<file path="src/rtl/iiitb_sevenseg_scan_if.sv">
// Signal bundle between the clock block, the seven-segment scanner and the display pins.
// master drives the BCD digits and Alarm; slave is the scanner that returns an/seg/dp.
interface iiitb_sevenseg_scan_if;
  logic [1:0] H_in1;
  logic [3:0] H_in0;
  logic [3:0] M_in1;
  logic [3:0] M_in0;
  logic [3:0] S_in1;
  logic [3:0] S_in0;
  logic       Alarm;
  logic [5:0] an;
  logic [6:0] seg;
  logic       dp;

  modport master (
    output H_in1, H_in0, M_in1, M_in0, S_in1, S_in0, Alarm,
    input  an, seg, dp
  );

  modport slave (
    input  H_in1, H_in0, M_in1, M_in0, S_in1, S_in0, Alarm,
    output an, seg, dp
  );
endinterface

</file>
<file path="src/rtl/iiitb_sevenseg_scan.sv">
// Six-digit common-anode 7-segment scanner with per-frame snapshot and leading-hour blanking.
// Optional macro ALARM_BLINK_EN blanks the whole display at BLINK_TICKS half-period while Alarm=1.
module iiitb_sevenseg_scan #(
  parameter int unsigned DIGIT_TICKS = 50000,
  parameter int unsigned BLINK_TICKS = 25000000
) (
  input logic                  clk,
  input logic                  reset,
  iiitb_sevenseg_scan_if.slave bus
);

  localparam int unsigned PW = (DIGIT_TICKS > 1) ? $clog2(DIGIT_TICKS) : 1;
  localparam logic [6:0] SEG_DASH  = 7'b0111111;
  localparam logic [6:0] SEG_BLANK = 7'h7F;

  logic [PW-1:0] r_presc;
  logic          r_run;
  logic [2:0]    r_idx;
  logic [1:0]    r_h1;
  logic [3:0]    r_h0, r_m1, r_m0, r_s1, r_s0;
  logic [5:0]    r_an;
  logic [6:0]    r_seg;
  logic          r_dp;

  logic          w_tc;
  logic          w_wrap;
  logic [2:0]    w_nidx;
  logic [3:0]    w_digit;
  logic [6:0]    w_seg;
  logic [5:0]    w_an;
  logic          w_dp;

  assign w_tc   = (r_presc == PW'(DIGIT_TICKS - 1));
  assign w_wrap = !r_run || (r_idx == 3'd5);
  assign w_nidx = w_wrap ? 3'd0 : r_idx + 3'd1;
  assign w_an   = ~(6'b000001 << w_nidx);
  assign w_dp   = !((w_nidx == 3'd2) || (w_nidx == 3'd4));

  // idx 0 is only reached on a wrap, the same edge that snapshots, so it reads the live S0.
  always_comb begin
    w_digit = '0;
    case (w_nidx)
      3'd0:    w_digit = bus.S_in0;
      3'd1:    w_digit = r_s1;
      3'd2:    w_digit = r_m0;
      3'd3:    w_digit = r_m1;
      3'd4:    w_digit = r_h0;
      3'd5:    w_digit = {2'b00, r_h1};
      default: w_digit = '0;
    endcase

    w_seg = SEG_DASH;
    case (w_digit)
      4'd0:    w_seg = 7'b1000000;
      4'd1:    w_seg = 7'b1111001;
      4'd2:    w_seg = 7'b0100100;
      4'd3:    w_seg = 7'b0110000;
      4'd4:    w_seg = 7'b0011001;
      4'd5:    w_seg = 7'b0010010;
      4'd6:    w_seg = 7'b0000010;
      4'd7:    w_seg = 7'b1111000;
      4'd8:    w_seg = 7'b0000000;
      4'd9:    w_seg = 7'b0010000;
      default: w_seg = SEG_DASH;
    endcase

    if (w_nidx == 3'd5) begin
      if (r_h1 == 2'd0)      w_seg = SEG_BLANK;
      else if (r_h1 == 2'd3) w_seg = SEG_DASH;
    end
  end

  always_ff @(posedge clk) begin
    if (reset) begin
      r_presc <= '0;
      r_run   <= 1'b0;
      r_idx   <= '0;
      r_h1    <= '0;
      r_h0    <= '0;
      r_m1    <= '0;
      r_m0    <= '0;
      r_s1    <= '0;
      r_s0    <= '0;
      r_an    <= '1;
      r_seg   <= SEG_BLANK;
      r_dp    <= 1'b1;
    end else begin
      r_presc <= w_tc ? '0 : r_presc + 1'b1;
      if (w_tc) begin
        r_run <= 1'b1;
        r_idx <= w_nidx;
        r_an  <= w_an;
        r_seg <= w_seg;
        r_dp  <= w_dp;
        if (w_wrap) begin
          r_h1 <= bus.H_in1;
          r_h0 <= bus.H_in0;
          r_m1 <= bus.M_in1;
          r_m0 <= bus.M_in0;
          r_s1 <= bus.S_in1;
          r_s0 <= bus.S_in0;
        end
      end
    end
  end

`ifdef ALARM_BLINK_EN
  localparam int unsigned BW = (BLINK_TICKS > 1) ? $clog2(BLINK_TICKS) : 1;

  logic [BW-1:0] r_bcnt;
  logic          r_phase;

  always_ff @(posedge clk) begin
    if (reset || !bus.Alarm) begin
      r_bcnt  <= '0;
      r_phase <= 1'b1;
    end else if (r_bcnt == BW'(BLINK_TICKS - 1)) begin
      r_bcnt  <= '0;
      r_phase <= ~r_phase;
    end else begin
      r_bcnt <= r_bcnt + 1'b1;
    end
  end

  // Blanking is applied after the scan registers so scanning and snapshots never pause.
  assign bus.an  = r_phase ? r_an  : '1;
  assign bus.seg = r_phase ? r_seg : SEG_BLANK;
  assign bus.dp  = r_phase ? r_dp  : 1'b1;
`else
  localparam int unsigned unused_blink_ticks = BLINK_TICKS;
  logic w_unused_alarm;

  assign w_unused_alarm = bus.Alarm;
  assign bus.an         = r_an;
  assign bus.seg        = r_seg;
  assign bus.dp         = r_dp;
`endif

endmodule
</file>
<file path="src/flat_wrapper.sv">
// flat-port wrapper written by rule: the top's interface ports become plain ports
module iiitb_sevenseg_scan_flat 
#(
  parameter int unsigned DIGIT_TICKS = 50000,
  parameter int unsigned BLINK_TICKS = 25000000
)
  (clk, reset, bus_H_in1, bus_H_in0, bus_M_in1, bus_M_in0, bus_S_in1, bus_S_in0, bus_Alarm, bus_an, bus_seg, bus_dp);
  iiitb_sevenseg_scan_if bus_i ();
  input logic clk;
  input logic reset;
  input wire logic [$bits(bus_i.H_in1)-1:0] bus_H_in1;
  input wire logic [$bits(bus_i.H_in0)-1:0] bus_H_in0;
  input wire logic [$bits(bus_i.M_in1)-1:0] bus_M_in1;
  input wire logic [$bits(bus_i.M_in0)-1:0] bus_M_in0;
  input wire logic [$bits(bus_i.S_in1)-1:0] bus_S_in1;
  input wire logic [$bits(bus_i.S_in0)-1:0] bus_S_in0;
  input wire logic [$bits(bus_i.Alarm)-1:0] bus_Alarm;
  output wire logic [$bits(bus_i.an)-1:0] bus_an;
  output wire logic [$bits(bus_i.seg)-1:0] bus_seg;
  output wire logic [$bits(bus_i.dp)-1:0] bus_dp;
  assign bus_i.H_in1 = bus_H_in1;
  assign bus_i.H_in0 = bus_H_in0;
  assign bus_i.M_in1 = bus_M_in1;
  assign bus_i.M_in0 = bus_M_in0;
  assign bus_i.S_in1 = bus_S_in1;
  assign bus_i.S_in0 = bus_S_in0;
  assign bus_i.Alarm = bus_Alarm;
  assign bus_an = bus_i.an;
  assign bus_seg = bus_i.seg;
  assign bus_dp = bus_i.dp;
  iiitb_sevenseg_scan #(.DIGIT_TICKS(DIGIT_TICKS), .BLINK_TICKS(BLINK_TICKS)) u_core (.clk(clk), .reset(reset), .bus(bus_i));
endmodule
</file>
<file path="config.mk">
export PLATFORM = sky130hd
export DESIGN_NAME = iiitb_sevenseg_scan_flat
export DESIGN_NICKNAME = d
export VERILOG_FILES = /design/src/rtl/iiitb_sevenseg_scan_if.sv /design/src/rtl/iiitb_sevenseg_scan.sv /design/src/flat_wrapper.sv
export SDC_FILE = /design/constraint.sdc
export NUM_CORES = 1
export LEC_CHECK = 0
export ABC_AREA = 1
export CAP_MARGIN = 20
export CORE_MARGIN = 2
export CORE_UTILIZATION = 54
export CTS_CLUSTER_DIAMETER = 40
export CTS_CLUSTER_SIZE = 8
export DETAILED_ROUTE_END_ITERATION = 6
export PLACE_DENSITY = 0.79
export SLEW_MARGIN = 20
export SYNTH_ARGS = -nofsm -noshare
export SYNTH_HDL_FRONTEND = slang
export SYNTH_SLANG_ARGS = --single-unit
</file>
<file path="constraint.sdc">
create_clock -name clk -period 2.9 [get_ports clk]
set_clock_uncertainty 0.05 [all_clocks]
set_input_delay 0.58 -clock clk [delete_from_list [all_inputs] [get_ports clk]]
set_output_delay 0.58 -clock clk [all_outputs]
set_load 0.02 [all_outputs]
</file>
; ---- Yosys cells after proc, flatten, opt, wreduce, memory -nomap -nowiden
; Memory sizes are Yosys's and may differ from the RTL's.
; Cells that the tools add are included.
[op_classes]
n_eq_ne = 8
add_sub_neg = 2
n_reduce_logical = 8
bitwise = 1
n_mux = 5
shift = 1
[op_table]
columns = operator, count
row1 = $pmux 4 s6, 1
row2 = $mux 7, 3
row3 = $add 16x1->16 const B, 1
row4 = $eq 16x16->1 const B, 1
row5 = $eq 3x3->1 const B, 3
row6 = $eq 3x2->1 const B, 2
row7 = $not 6->6, 1
row8 = $shl 1x3->6 const A, 1
row9 = $add 3x1->3 const B, 1
row10 = $eq 3x1->1 const B, 1
row11 = $logic_not 3->1, 1
row12 = $mux 3, 1
row13 = $eq 2x2->1 const B, 1
row14 = $logic_not 1->1, 2
row15 = $logic_not 2->1, 1
row16 = $logic_or 1x1->1, 2
row17 = $reduce_and 2->1, 1
row18 = $reduce_or 2->1, 1
[totals]
inputBits = 25
register_bits = 52
wordCells = 37
mem_count = 1
mem_bits_ro = 112
out_inout_bits = 14
[mem_list]
columns = memory, words, width, rd, rd_clocked_by_memory_dff, write_ports, line_no
row1 = (name not given), 16, 7, 1, 0, 0, iiitb_sevenseg_scan.sv:53  ; case (w_digit)

; ---- Longest topological paths before layout
; An unclocked memory read counts as a cell.
[depth]
word_depth = 9
depth_mapped = 17
depth_no_buf = 16

; ---- Worst setup path before layout
; No wires, ideal clock.
[synth_path]
path_kind = register to register
from = register u_core.r_idx[1]
to = register u_core.r_seg[5], in the netlist u_core.bus.seg[5]
path_stages_with_launch = 16
t_required_ns = 2.737
setup_time_ns = 0.113
path_slack_ns = 0.718
period_less_slack_ns = 2.182
n_path_buf = 1
t_arrival_ns = 2.019
cell_sequence = dfxtp_1 -> inv_1 -> ha_1 -> a21oi_4 -> nand2_4 -> buf_6 -> nand3_1 -> nand3_1 -> nor2_1 -> inv_1 -> ha_1 -> o21bai_1 -> nand2_1 -> nor2_1 -> nor2_1 -> nor2_1
[synth_between]
elab_chain_len = 9
word_cells_on_any_way = 15
classes_between = add/sub: 1 / eq/ne: 6 / mux: 5 / reduce/logical: 2 / memory: 1
[synth_lines]
columns = element, line_no
row1 = from (decl), iiitb_sevenseg_scan.sv:18  ; logic [2:0] r_idx;
row2 = from (signal assigned), iiitb_sevenseg_scan.sv:91  ; r_idx <= w_nidx;
row3 = "parallel branches: the longest is 2 deep, another holds $add 3x1->3", --
row4 = $mux 3 (*), iiitb_sevenseg_scan.sv:35  ; assign w_nidx = w_wrap ? 3'd0 : r_idx + 3'd1;
row5 = $eq 3x3->1 (tied with other cells), "iiitb_sevenseg_scan.sv:42, iiitb_sevenseg_scan.sv:67"
row6 = $pmux 4 s6, iiitb_sevenseg_scan.sv:42  ; case (w_nidx)
row7 = $mem_v2 16x7, --
row8 = $mux 7, iiitb_sevenseg_scan.sv:69  ; else if (r_h1 == 2'd3) w_seg = SEG_DASH;
row9 = $mux 7, iiitb_sevenseg_scan.sv:68  ; if (r_h1 == 2'd0) w_seg = SEG_BLANK;
row10 = $mux 7 (*), iiitb_sevenseg_scan.sv:67  ; if (w_nidx == 3'd5) begin
row11 = to (signal assigned), iiitb_sevenseg_scan.sv:93  ; r_seg <= w_seg;
row12 = to (decl), iiitb_sevenseg_scan.sv:22  ; logic [6:0] r_seg;
; Every way passes the cells marked *.
; A chain may end at the register's enable or synchronous reset.

; ---- Worst setup path after layout
[layout_path]
from = register u_core.r_idx[0]
to = register u_core.r_seg[5], in the netlist u_core.bus.seg[5]
; Same word-level chain as after synthesis.

==> flow_results.org <==
** Outcome
- Result of the run :: finished clean

** Setup path
- The worst register-to-register path begins at u_core.r_idx[0].
- Register-to-register setup slack :: roughly 350 ps
- Critical Path End :: u_core.bus.seg[5]
- Endpoint of the lowest-slack register-to-register path :: u_core.bus.seg[5]
- The worst setup path is of the register to register kind.
- Launching element type of the critical path :: register
- Of all nets on the critical path, the largest fanout is 17.
- Worst Setup End Kind :: register
- The most critical setup path has its startpoint at u_core.r_idx[0].
- STA puts the critical path data required time at a little over 3000 ps.
- CP arrival :: ~2700 ps
- Reg2reg path depth :: 13

** Synth
- Post-synth EDFFs :: 0
- In the post-synthesis netlist, the cell with the most instances is sky130_fd_sc_hd__dfxtp_1.
- Register bit total from synthesis :: 52
- Synth area leaders :: sky130_fd_sc_hd__dfxtp_1 40%, sky130_fd_sc_hd__a21oi_1 6.3%, sky130_fd_sc_hd__nand3_1 6.3%
- The cell area that synthesis handed to floorplanning was about 0.0026 mm^2.
- The commonest cells after synthesis are 52 x sky130_fd_sc_hd__dfxtp_1, 42 x sky130_fd_sc_hd__inv_1, 41 x sky130_fd_sc_hd__nor2_1, 37 x sky130_fd_sc_hd__nand2_1.
- The share of the Yosys chip area taken by registers is 0.3983.
- Of the post-synthesis cell area, the dominant cell type holds 0.3983.
- Number of unique standard cell types used by synthesis :: 36
- Of all flip-flops after synthesis, the portion carrying an async set or reset was 0.
- Most frequently used flop master after synthesis :: sky130_fd_sc_hd__dfxtp_1
- Mean instance size in the synthesized netlist :: 7.710 um^2
- Warnings, synthesis :: 0
- sky130_fd_sc_hd__dfxtp_1 takes more of the synthesized area than any other cell.
- Counting every net in the synthesized netlist gives roughly 370.
- Synthesized netlist cell count :: approximately 340

** Global routing
- Entering global routing, the biggest net connects 37 pins.
- All-layer global routing usage :: 0.2111
- Global routing finished with a remaining overflow of 0.
- Antenna violations before repair :: 0
- Vias in the first global route :: 2088
- Wire length of the first global-routing pass :: approximately 9 mm

** STA
- Number of failing setup endpoints in the final timing report :: 0
- Final Critical Period :: 2555 ps
- Setup repair after global routing missed its margin :: false
- The final max-slew violation count is 0.
- At the pin with the least slew margin, the transition time is roughly 520 ps.
- Final setup TNS :: 0 ps
- Of the available clock period, the critical path in the final layout requires 0.8809.
- Worst-case hold slack :: between 400 and 500 ps
- Static timing analysis puts the maximum clock frequency at approximately 0.4 GHz.
- Worst setup margin :: about 350 ps
- Hold violation total from the final report :: 0
- Relative slew margins :: 0.6518

** Cells and area
- Synthesis-to-finish area growth :: 19.67%
- Proportion of layout cells with a drive suffix above 1 :: 0.1220
- Once layout is complete, the utilization of the core stands at 0.6667.
- With fillers left out, the area of the finished cells amounts to ~0.0031 mm^2.
- The net count of the finished layout is between 400 and 500.
- Count of inserted antenna diode cells :: 0
- Post-Layout Cell Count :: ~430

** Floorplanning
- DIE AREA :: about 0.0054 mm^2
- The core region is around 0.0047 mm^2.
- In this run the vertical extent of the chip is between 70 and 80 um.
- Effective utilization at floorplan :: 0.5571
- Number of placement rows :: 25
- Total I/O pin count :: 39
- Die Width :: between 70 and 80 um

** Placement
- Post-Place Setup Slack :: between 300 and 400 ps
- Counting tap cells, the placed design contains a total of 423 instances.
- Half-perimeter wire length after placement :: slightly below 4 mm
- IO buf count :: 37
- Post-detailed-placement cell area :: about 0.0030 mm^2
- RD Place Congestion :: roughly 0.9

** Clocking
- Gates resized during post-CTS repair numbered 0.
- Clock latency at the later pin of the worst-skew pair :: 310 ps
- The clock passes through at most 2 buffers.
- TritonCTS built the clock tree.
- Post-CTS setup buffer count :: 0
- The clock tree synthesis step divided the H-tree into 2 levels.
- Clock tree synthesis found a total of 52 sinks.
- The cell sitting at the root of the clock tree is a sky130_fd_sc_hd__clkbuf_8.
- For this design, the CTS-stage hold fixing added 0 buffers.
- Clock-pin slew was measured on the worst setup and hold paths at 100 ps.
- Total clock buffers created by CTS :: 5

** Drt
- In the routed design, unresolved DRC markers number 0.
- DRT Pass-1 Iters :: 4
- The count of nets left with antenna violations once routing finished came out at 0.
- Dividing the detail-routed wire length by the instance count gives around 12 um.
- Vias per cell :: slightly above 5
- DR vias :: between 2000 and 2500
- Sum of routed wire length over all layers :: 5.217 mm
- Detailed router's first-iteration violation count :: between 100 and 150

** Power
- Total power consumption of the routed design :: 1.335 mW
- Areal power density over the cells :: around 430 mW/mm^2
- Peak VDD IR :: between 200 and 300 uV
- Static Leak :: 1.255 nW

** Min path
- In this run the worst hold path is classified as register to register.
- Along the worst hold path, the cell count comes to 1.

** Flow run
- Max_cap viols :: 0
## cells in the final DEF (no fill, tap or decap), types with 2 or more instances in the layout
cell type,netlist,layout
sky130_fd_sc_hd__a21oi_1,33,33
sky130_fd_sc_hd__a31oi_1,3,3
sky130_fd_sc_hd__clkbuf_8,0,6
sky130_fd_sc_hd__clkdlybuf4s50_1,0,37
sky130_fd_sc_hd__dfxtp_1,52,52
sky130_fd_sc_hd__ha_1,8,8
sky130_fd_sc_hd__inv_1,42,42
sky130_fd_sc_hd__inv_2,5,5
sky130_fd_sc_hd__nand2_1,37,37
sky130_fd_sc_hd__nand2_2,4,4
sky130_fd_sc_hd__nand2_4,7,7
sky130_fd_sc_hd__nand3_1,33,33
sky130_fd_sc_hd__nand3_2,5,5
sky130_fd_sc_hd__nand4_1,6,6
sky130_fd_sc_hd__nor2_1,41,41
sky130_fd_sc_hd__nor2_2,4,4
sky130_fd_sc_hd__nor2_4,2,2
sky130_fd_sc_hd__nor3_1,4,4
sky130_fd_sc_hd__nor3_4,2,2
sky130_fd_sc_hd__nor4_1,2,2
sky130_fd_sc_hd__o21a_1,2,2
sky130_fd_sc_hd__o21ai_0,21,21
sky130_fd_sc_hd__o22ai_1,2,2
sky130_fd_sc_hd__or2_2,3,3
sky130_fd_sc_hd__xnor2_1,2,2
sky130_fd_sc_hd__xor2_1,3,3
## worst max-delay path, stage by stage (launching register included)
cell	delay, ps
sky130_fd_sc_hd__dfxtp_1	370
sky130_fd_sc_hd__ha_1	260
sky130_fd_sc_hd__a21oi_4	270
sky130_fd_sc_hd__nand2_4	190
sky130_fd_sc_hd__nand3_1	160
sky130_fd_sc_hd__nand3_1	90
sky130_fd_sc_hd__nor2_1	330
sky130_fd_sc_hd__inv_1	120
sky130_fd_sc_hd__ha_1	230
sky130_fd_sc_hd__o21bai_1	160
sky130_fd_sc_hd__nand2_1	60
sky130_fd_sc_hd__nor2_1	40
sky130_fd_sc_hd__nor2_1	80
sky130_fd_sc_hd__nor2_1	40
## routing by layer
layer	global-route usage	wire length [um]	share of wire	up-vias
met4	0.08889	73	0.014	0
met2	0.3423	2486	0.48	48
met5	0	0	0	-
li1	-	-	-	1188
met3	0.04390	182	0.035	6
met1	0.2720	2474	0.47	981
## flip-flops by register name, indices dropped and copies added, names as in the netlist, 3 cells and up
signal,count
u_core.r_m0,4
u_core.r_presc,16
u_core.r_h0,4
u_core.r_m1,4
u_core.bus.seg,7
u_core.r_s1,4
u_core.bus.an,6
u_core.r_idx,3
## cell type report
class | count | area [um^2]
clock buffer | 6 | 82.58
clock inverter | 2 | 38.79
fill | 422 | 1564
inverter | 47 | 176.4
multi-input combinational | 233 | 1351
sequential | 52 | 1041
tap | 54 | 67.56
timing repair buffer | 37 | 370.4
## worst min path at each step
stage | startpoint | end | slack, ps
after floorplan | u_core.r_presc[0] | u_core.r_presc[0] | 370
after global placement | u_core.r_presc[0] | u_core.r_presc[0] | 380
after detailed placement | u_core.r_m0[1] | u_core.r_m0[1] | 390
after CTS | u_core.r_m0[1] | u_core.r_m0[1] | 400
after global routing | u_core.r_h0[2] | u_core.r_h0[2] | 430
final | u_core.r_presc[0] | u_core.r_presc[0] | 410
## kinds of logic after synthesis
logic type	synth area share
compound gates	0.1369
xor+xnor	0.01676
fa+ha+maj	0.03830
buf+inv	0.08473
flops	0.3983
simple gates	0.3250
## where the power goes
part           leakage [nW]  switching (mW)  internal [mW]
Combinational         0.774          0.0424         0.0469
Sequential            0.420         0.00240          0.717
Clock                0.0614           0.244          0.282
Total                  1.26           0.289           1.05
Power figures use the tool's default switching activity.
